**config.mk**
```make
export PLATFORM = sky130hd
export DESIGN_NAME = pipe_phase_sequencer
export DESIGN_NICKNAME = d
export VERILOG_FILES = /design/src/rtl/pipe_seq_pkg.sv /design/src/rtl/phase_ring.sv /design/src/rtl/pipe_phase_sequencer.sv
export SDC_FILE = /design/constraint.sdc
export NUM_CORES = 1
export LEC_CHECK = 0
export ABC_AREA = 1
export BUFFER_PORTS_ARGS = -buffer_cell sky130_fd_sc_hd__buf_2
export CORE_AREA = 5 5 68 70
export CTS_BUF_LIST = sky130_fd_sc_hd__clkbuf_4 sky130_fd_sc_hd__clkbuf_8 sky130_fd_sc_hd__clkbuf_16
export DETAILED_ROUTE_END_ITERATION = 12
export DIE_AREA = 0 0 73 75
export HOLD_SLACK_MARGIN = 0.08
export PLACE_DENSITY_LB_ADDON = 0.12
export SLEW_MARGIN = 20
export SYNTH_ARGS = -nofsm -noshare
export SYNTH_HDL_FRONTEND = slang
export SYNTH_SLANG_ARGS = --single-unit
```
**constraint.sdc**
```tcl
create_clock -name i_clk -period 1.8 [get_ports i_clk]
set_input_delay 0.09 -clock i_clk [delete_from_list [all_inputs] [get_ports i_clk]]
set_output_delay 0.09 -clock i_clk [all_outputs]
set_load 0.02 [all_outputs]
```
**src/rtl/pipe_seq_pkg.sv**
```systemverilog
// Shared constants, state encodings and forwarding helper for the pipeline phase sequencer.
package pipe_seq_pkg;

    localparam int unsigned NUM_PHASES  = 5;
    localparam int unsigned FLUSH_SLOTS = 2;
    localparam int unsigned STALL_MAX   = 15;
    localparam int unsigned MEM_PHASE   = 2;
    localparam int unsigned STALL_W     = 4;
    localparam int unsigned FLUSH_W     = $clog2(FLUSH_SLOTS + 1);

    typedef enum logic [2:0] {
        PH_LATCH = 3'd0,
        PH_FETCH = 3'd1,
        PH_MEM   = 3'd2,
        PH_REG   = 3'd3,
        PH_ALU   = 3'd4
    } phase_e;

    localparam logic [1:0] ST_IDLE  = 2'd0;
    localparam logic [1:0] ST_RUN   = 2'd1;
    localparam logic [1:0] ST_STALL = 2'd2;
    localparam logic [1:0] ST_HALT  = 2'd3;

    localparam logic [4:0] XZR = 5'd31;

    // The zero register never carries a live result, so it is never forwarded.
    function automatic logic fwd_match(input logic wr, input logic [4:0] rd, input logic [4:0] rs);
        return wr && (rd == rs) && (rd != XZR);
    endfunction

endpackage

```
**src/rtl/phase_ring.sv**
```systemverilog
// One-hot phase ring: clear empties it, hold freezes it, otherwise it rotates.
// Advancing from the empty ring loads the first phase, which is how a slot starts.
module phase_ring
    import pipe_seq_pkg::*;
#(
    parameter int unsigned NUM = NUM_PHASES
) (
    input  logic           i_clk,
    input  logic           i_rst_n,
    input  logic           i_hold,
    input  logic           i_clear,
    output logic [NUM-1:0] o_ring
);

    logic [NUM-1:0] r_ring;
    logic [NUM-1:0] w_next;

    always_comb begin
        w_next = r_ring << 1;
        if (r_ring == '0 || r_ring[NUM-1]) begin
            w_next = {{(NUM-1){1'b0}}, 1'b1};
        end
    end

    always_ff @(posedge i_clk or negedge i_rst_n) begin
        if (!i_rst_n) begin
            r_ring <= '0;
        end else if (i_clear) begin
            r_ring <= '0;
        end else if (!i_hold) begin
            r_ring <= w_next;
        end
    end

    assign o_ring = r_ring;

endmodule

```
**src/rtl/pipe_phase_sequencer.sv**
```systemverilog
// Five-phase strobe sequencer: run/stall/halt control, branch flush bubbles,
// registered Writeback->Execute forward selects and retired-slot counting.
module pipe_phase_sequencer
    import pipe_seq_pkg::*;
(
    input  logic        i_clk,
    input  logic        i_rst_n,
    input  logic        i_run,
    input  logic        i_mem_busy,
    input  logic        i_wb_branch,
    input  logic        i_wb_reg_write,
    input  logic [4:0]  i_wb_rd,
    input  logic [4:0]  i_ex_rs1,
    input  logic [4:0]  i_ex_rs2,
    output logic [4:0]  o_phases,
    output logic        o_flush,
    output logic        o_fwd1,
    output logic        o_fwd2,
    output logic [15:0] o_slot_count,
    output logic        o_fault
);

    logic [1:0]         r_state;
    logic [STALL_W-1:0] r_stall_cnt;
    logic [FLUSH_W-1:0] r_flush_cnt;
    logic               r_flush;
    logic               r_fwd1;
    logic               r_fwd2;
    logic [15:0]        r_slot_count;
    logic               r_fault;

    logic [1:0]         w_state_d;
    logic [STALL_W-1:0] w_stall_cnt_d;
    logic [FLUSH_W-1:0] w_flush_cnt_d;
    logic               w_fault_d;
    logic               w_hold;
    logic               w_clear;
    logic               w_enter_slot;
    logic               w_slot_end;
    logic               w_flush_next;
    logic [4:0]         w_ring;

    phase_ring #(
        .NUM (NUM_PHASES)
    ) u_ring (
        .i_clk   (i_clk),
        .i_rst_n (i_rst_n),
        .i_hold  (w_hold),
        .i_clear (w_clear),
        .o_ring  (w_ring)
    );

    always_comb begin
        w_state_d     = r_state;
        w_stall_cnt_d = r_stall_cnt;
        w_fault_d     = r_fault;
        w_hold        = 1'b1;
        w_clear       = 1'b0;
        w_enter_slot  = 1'b0;
        w_slot_end    = 1'b0;
        case (r_state)
            ST_IDLE: begin
                if (i_run && !r_fault) begin
                    w_state_d    = ST_RUN;
                    w_hold       = 1'b0;
                    w_enter_slot = 1'b1;
                end
            end
            ST_RUN: begin
                if (w_ring[MEM_PHASE] && i_mem_busy) begin
                    w_state_d     = ST_STALL;
                    w_stall_cnt_d = STALL_W'(1);
                end else begin
                    w_hold = 1'b0;
                    // Run is only honoured at the slot boundary so a slot is never cut short.
                    if (w_ring[PH_ALU]) begin
                        w_slot_end = 1'b1;
                        if (i_run) begin
                            w_enter_slot = 1'b1;
                        end else begin
                            w_state_d = ST_IDLE;
                            w_clear   = 1'b1;
                        end
                    end
                end
            end
            ST_STALL: begin
                if (!i_mem_busy) begin
                    w_state_d     = ST_RUN;
                    w_hold        = 1'b0;
                    w_stall_cnt_d = '0;
                end else if (r_stall_cnt == STALL_W'(STALL_MAX)) begin
                    w_state_d     = ST_HALT;
                    w_clear       = 1'b1;
                    w_fault_d     = 1'b1;
                    w_stall_cnt_d = '0;
                end else begin
                    w_stall_cnt_d = r_stall_cnt + STALL_W'(1);
                end
            end
            default: begin
                w_clear = 1'b1;
            end
        endcase
    end

    // Bubbles cannot branch, so a bubble slot only counts the flush down.
    always_comb begin
        w_flush_cnt_d = r_flush_cnt;
        if (w_slot_end) begin
            if (r_flush) begin
                w_flush_cnt_d = r_flush_cnt - FLUSH_W'(1);
            end else if (i_wb_branch) begin
                w_flush_cnt_d = FLUSH_W'(FLUSH_SLOTS);
            end
        end
    end

    assign w_flush_next = (w_flush_cnt_d != '0);

    always_ff @(posedge i_clk or negedge i_rst_n) begin
        if (!i_rst_n) begin
            r_state      <= ST_IDLE;
            r_stall_cnt  <= '0;
            r_flush_cnt  <= '0;
            r_flush      <= 1'b0;
            r_fwd1       <= 1'b0;
            r_fwd2       <= 1'b0;
            r_slot_count <= 16'd0;
            r_fault      <= 1'b0;
        end else begin
            r_state     <= w_state_d;
            r_stall_cnt <= w_stall_cnt_d;
            r_fault     <= w_fault_d;
            r_flush_cnt <= w_flush_cnt_d;
            if (w_enter_slot) begin
                r_flush <= w_flush_next;
                r_fwd1  <= fwd_match(i_wb_reg_write, i_wb_rd, i_ex_rs1) && !w_flush_next;
                r_fwd2  <= fwd_match(i_wb_reg_write, i_wb_rd, i_ex_rs2) && !w_flush_next;
            end else if (w_clear) begin
                r_flush <= 1'b0;
                r_fwd1  <= 1'b0;
                r_fwd2  <= 1'b0;
            end
            if (w_slot_end && !r_flush) begin
                r_slot_count <= r_slot_count + 16'd1;
            end
        end
    end

    assign o_phases     = w_ring;
    assign o_flush      = r_flush;
    assign o_fwd1       = r_fwd1;
    assign o_fwd2       = r_fwd2;
    assign o_slot_count = r_slot_count;
    assign o_fault      = r_fault;

endmodule

```
==> results.sh <==
export IMPL_rsz0062_at_grt="false"
export IMPL_finalSetupViolCount=0
export IMPL_dieWidth_um=73
export IMPL_ys_ff_latch=33
export IMPL_wl_mm=4.40
export IMPL_crit_type="register to register"
export IMPL_outcome="finished, final reports clean"
export IMPL_nNetsFinal=373
export IMPL_dieArea_um2=5480
export IMPL_place_worst_setup_slack_ns=0.00639
export IMPL_dr_first_iter_drc_count=83
export IMPL_worst_path_buf_inv=1
export IMPL_combPwrFrac=0.055
export IMPL_synth_edf_count=0
export IMPL_start_util=0.526
export IMPL_fin_ws_ns=0.154
export IMPL_synth_area_per_cell_um2=7.10
export IMPL_max_freq_mhz=607
export IMPL_io_pins=46
export IMPL_areaGrowthSynthToFinish_pct=20.2
export IMPL_clkLatencyLatePin_ns=0.28
export IMPL_cts_clk_slew_worst_paths_ns=0.06
export IMPL_tightest_slew_ns=0.722
export IMPL_period_share=0.915
export IMPL_drt_first_pass_iters=4
export IMPL_worstPathRequired_ns=2.00
export IMPL_path_max_fanout=6
export IMPL_p_leak_nw=1.45
export IMPL_yosysMostFrequentCell="nand2_1"
export IMPL_p_switching_mw=0.300
export IMPL_synth_common_cells="105 x nand2_1, 42 x inv_1, 33 x dfrtp_1, 31 x nor2_1, 22 x nand3_1"
export IMPL_globalplace_congestion=0.904
export IMPL_synthCells=290
export IMPL_p_seq_frac=0.533
export IMPL_die_height_um=75
export IMPL_antenna_found_initial=0
export IMPL_synth_area_um2=2060
export IMPL_cp_startpoint="r_state[0]"
export IMPL_power_internal_mw=1.09
export IMPL_ant_nets=0
export IMPL_cts_tree="done"
export IMPL_grt_pass1_vias=1884
export IMPL_hp_start="i_mem_busy"
export IMPL_hpwl_mm=3.40
export IMPL_crit_chain="buf_4 -> ha_2 -> nand3_1 -> nand3_2 -> nor2_1 -> nand2_1 -> a21oi_1"
export IMPL_startpoint_type="register"
export IMPL_antenna_cells=0
export IMPL_synth_seq_area_share=0.401
export IMPL_avgViaCountPerCell=4.85
export IMPL_rows=23
export IMPL_path_delay_family="simple AND/OR/NAND/NOR gates"
export IMPL_clock_path_buffers=2
export IMPL_clockRootBuffer="clkbuf_8"
export IMPL_p_sw_frac=0.216
export IMPL_clock_skew_ns=0.00401
export IMPL_design_area_um2=2470
export IMPL_power_density_nw_per_um2=562
export IMPL_place_area_um2=2350
export IMPL_htreeDepth=2
export IMPL_syn_num_nets=318
export IMPL_cts_sinks=33
export IMPL_synth_top_cell_by_area="dfrtp_1"
export IMPL_synth_top_cell_area_share=0.401
export IMPL_peakVddDrop_uv=365
export IMPL_cap_viol_max_count=0
export IMPL_drive_gt1_frac=0.197
export IMPL_drc_errors=0
export IMPL_yosys_top_cells_area="dfrtp_1 40%, nand2_1 19%, inv_1 7.7%, nor2_1 5.7%, nand3_1 5.3%"
export IMPL_final_hold_viol_count=0
export IMPL_slowest_stage="dfrtp_1"
export IMPL_track_usage=0.177
export IMPL_wl_per_cell_um=11.1
export IMPL_grt_max_degree=34
export IMPL_crit_arrival_ns=1.84
export IMPL_min_period_ns=1.65
export IMPL_port_buffers=45
export IMPL_critPathMaxStageDelay_ns=0.40
export IMPL_vias=1916
export IMPL_numCtsBuffers=5
export IMPL_maxSlewViolCount=0
export IMPL_tns_ns=0
export IMPL_p_clk_frac=0.412
export IMPL_hold_class="input pin to register"
export IMPL_synthDistinctLibCells=26
export IMPL_end_kind="register"
export IMPL_slew_headroom=0.519
export IMPL_grt_pass1_wl_mm=7.73
export IMPL_synth_async_sr_flop_share=1.00
export IMPL_overflow=0
export IMPL_worstReg2RegStart="r_state[0]"
export IMPL_yosysWarnings=0
export IMPL_synth_ff_type="dfrtp_1"
export IMPL_core_um2=3910
-- repair_timing --
action                                  CTS  global route
resized for setup                         1             3
setup buffers                             0             2
endpoints found under the hold margin    33             0
endpoints found under the setup margin    2             7
hold buffers                              1             0
-- cells in the final DEF, fill, tap and decap left out --
master,n
a21o_1,1
a21oi_1,4
a31oi_1,2
buf_2,45
buf_4,2
clkbuf_4,1
clkbuf_8,6
dfrtp_1,33
dlygate4sd3_1,1
ha_1,6
ha_2,1
inv_1,42
inv_2,1
inv_4,1
nand2_1,104
nand2_2,3
nand2_8,1
nand3_1,21
nand3_2,1
nand3_4,1
nand3b_1,3
nand4_1,5
nor2_1,30
nor2_2,2
nor3_1,3
nor3_2,1
nor3_4,2
nor3b_1,1
o211ai_1,1
o21ai_0,10
o21ai_1,1
xnor2_1,3
xor2_1,6
-- final timing paths --
check                                    to  slack [ns]  cells after the start
setup / recovery           u_ring.o_ring[4]        0.15                      7
max in group asynchronous    r_stall_cnt[2]        0.93                      2
setup reg to reg           u_ring.o_ring[4]        0.15                      7
hold reg to reg             o_slot_count[4]        0.51                      1
hold / removal               r_stall_cnt[0]        0.12                      3
min in group asynchronous    r_stall_cnt[0]        0.40                      2
-- power groups by stage --
stage / logic (mW) / clock network, mW / registers [mW]
finish: 0.0767 / 0.572 / 0.742
global route: 0.0909 / 0.623 / 0.741
CTS: 0.0790 / 0.588 / 0.741
detailed placement: 0.0772 / 0 / 0.755
global placement: 0.0766 / 0 / 0.755
floorplan: 0.0288 / 0 / 0.756
-- through the flow --
step	utilization	std cells	hold slack, ns	total power, mW
floorplan	-	290	-0.206	0.784
global placement	0.599	385	0.203	0.832
detailed placement	0.599	385	0.200	0.833
CTS	0.626	393	0.106	1.41
global route	0.632	395	0.139	1.45
finish	0.632	395	0.121	1.39
-- layer usage --
metal / track usage / part of all wire / wire length, um / up-vias
met5: 0 / 0 / 0 / -
met4: 0.0676 / 0.014 / 60 / 0
met3: 0.0414 / 0.053 / 235 / 8
met2: 0.292 / 0.46 / 2040 / 48
met1: 0.224 / 0.47 / 2070 / 847
li1: - / - / - / 1013
-- registers in the layout, indices dropped and copies added (netlist names) --
register,count
o_fault,1
o_flush,1
o_fwd1,1
o_fwd2,1
o_slot_count,16
r_flush_cnt,2
r_stall_cnt,4
r_state,2
u_ring.o_ring,5
-- tightest hold or removal path: cells and delay by family --
family          cells  cell delay (ns)
simple gates        1             0.08
buf+inv             1             0.13
compound gates      1             0.07
-- final cells by class --
class                           count  area [um2]
Clock buffer                        7        90.1
Fill cell                         368        1440
Inverter                           44         168
Multi-Input combinational cell    213        1080
Sequential cell                    33         826
Tap cell                           50        62.6
Timing Repair Buffer               48         250
-- cell families after synthesis --
family	after synthesis	share of synthesized area
AO/OA/AOI/OAI	19	0.0498
buffers and inverters	44	0.0815
XOR/XNOR	9	0.0383
flip-flops	33	0.401
adder cells (fa/ha/maj)	7	0.0426
AND/OR/NAND/NOR	178	0.387
(Power assumes the default switching activity.)
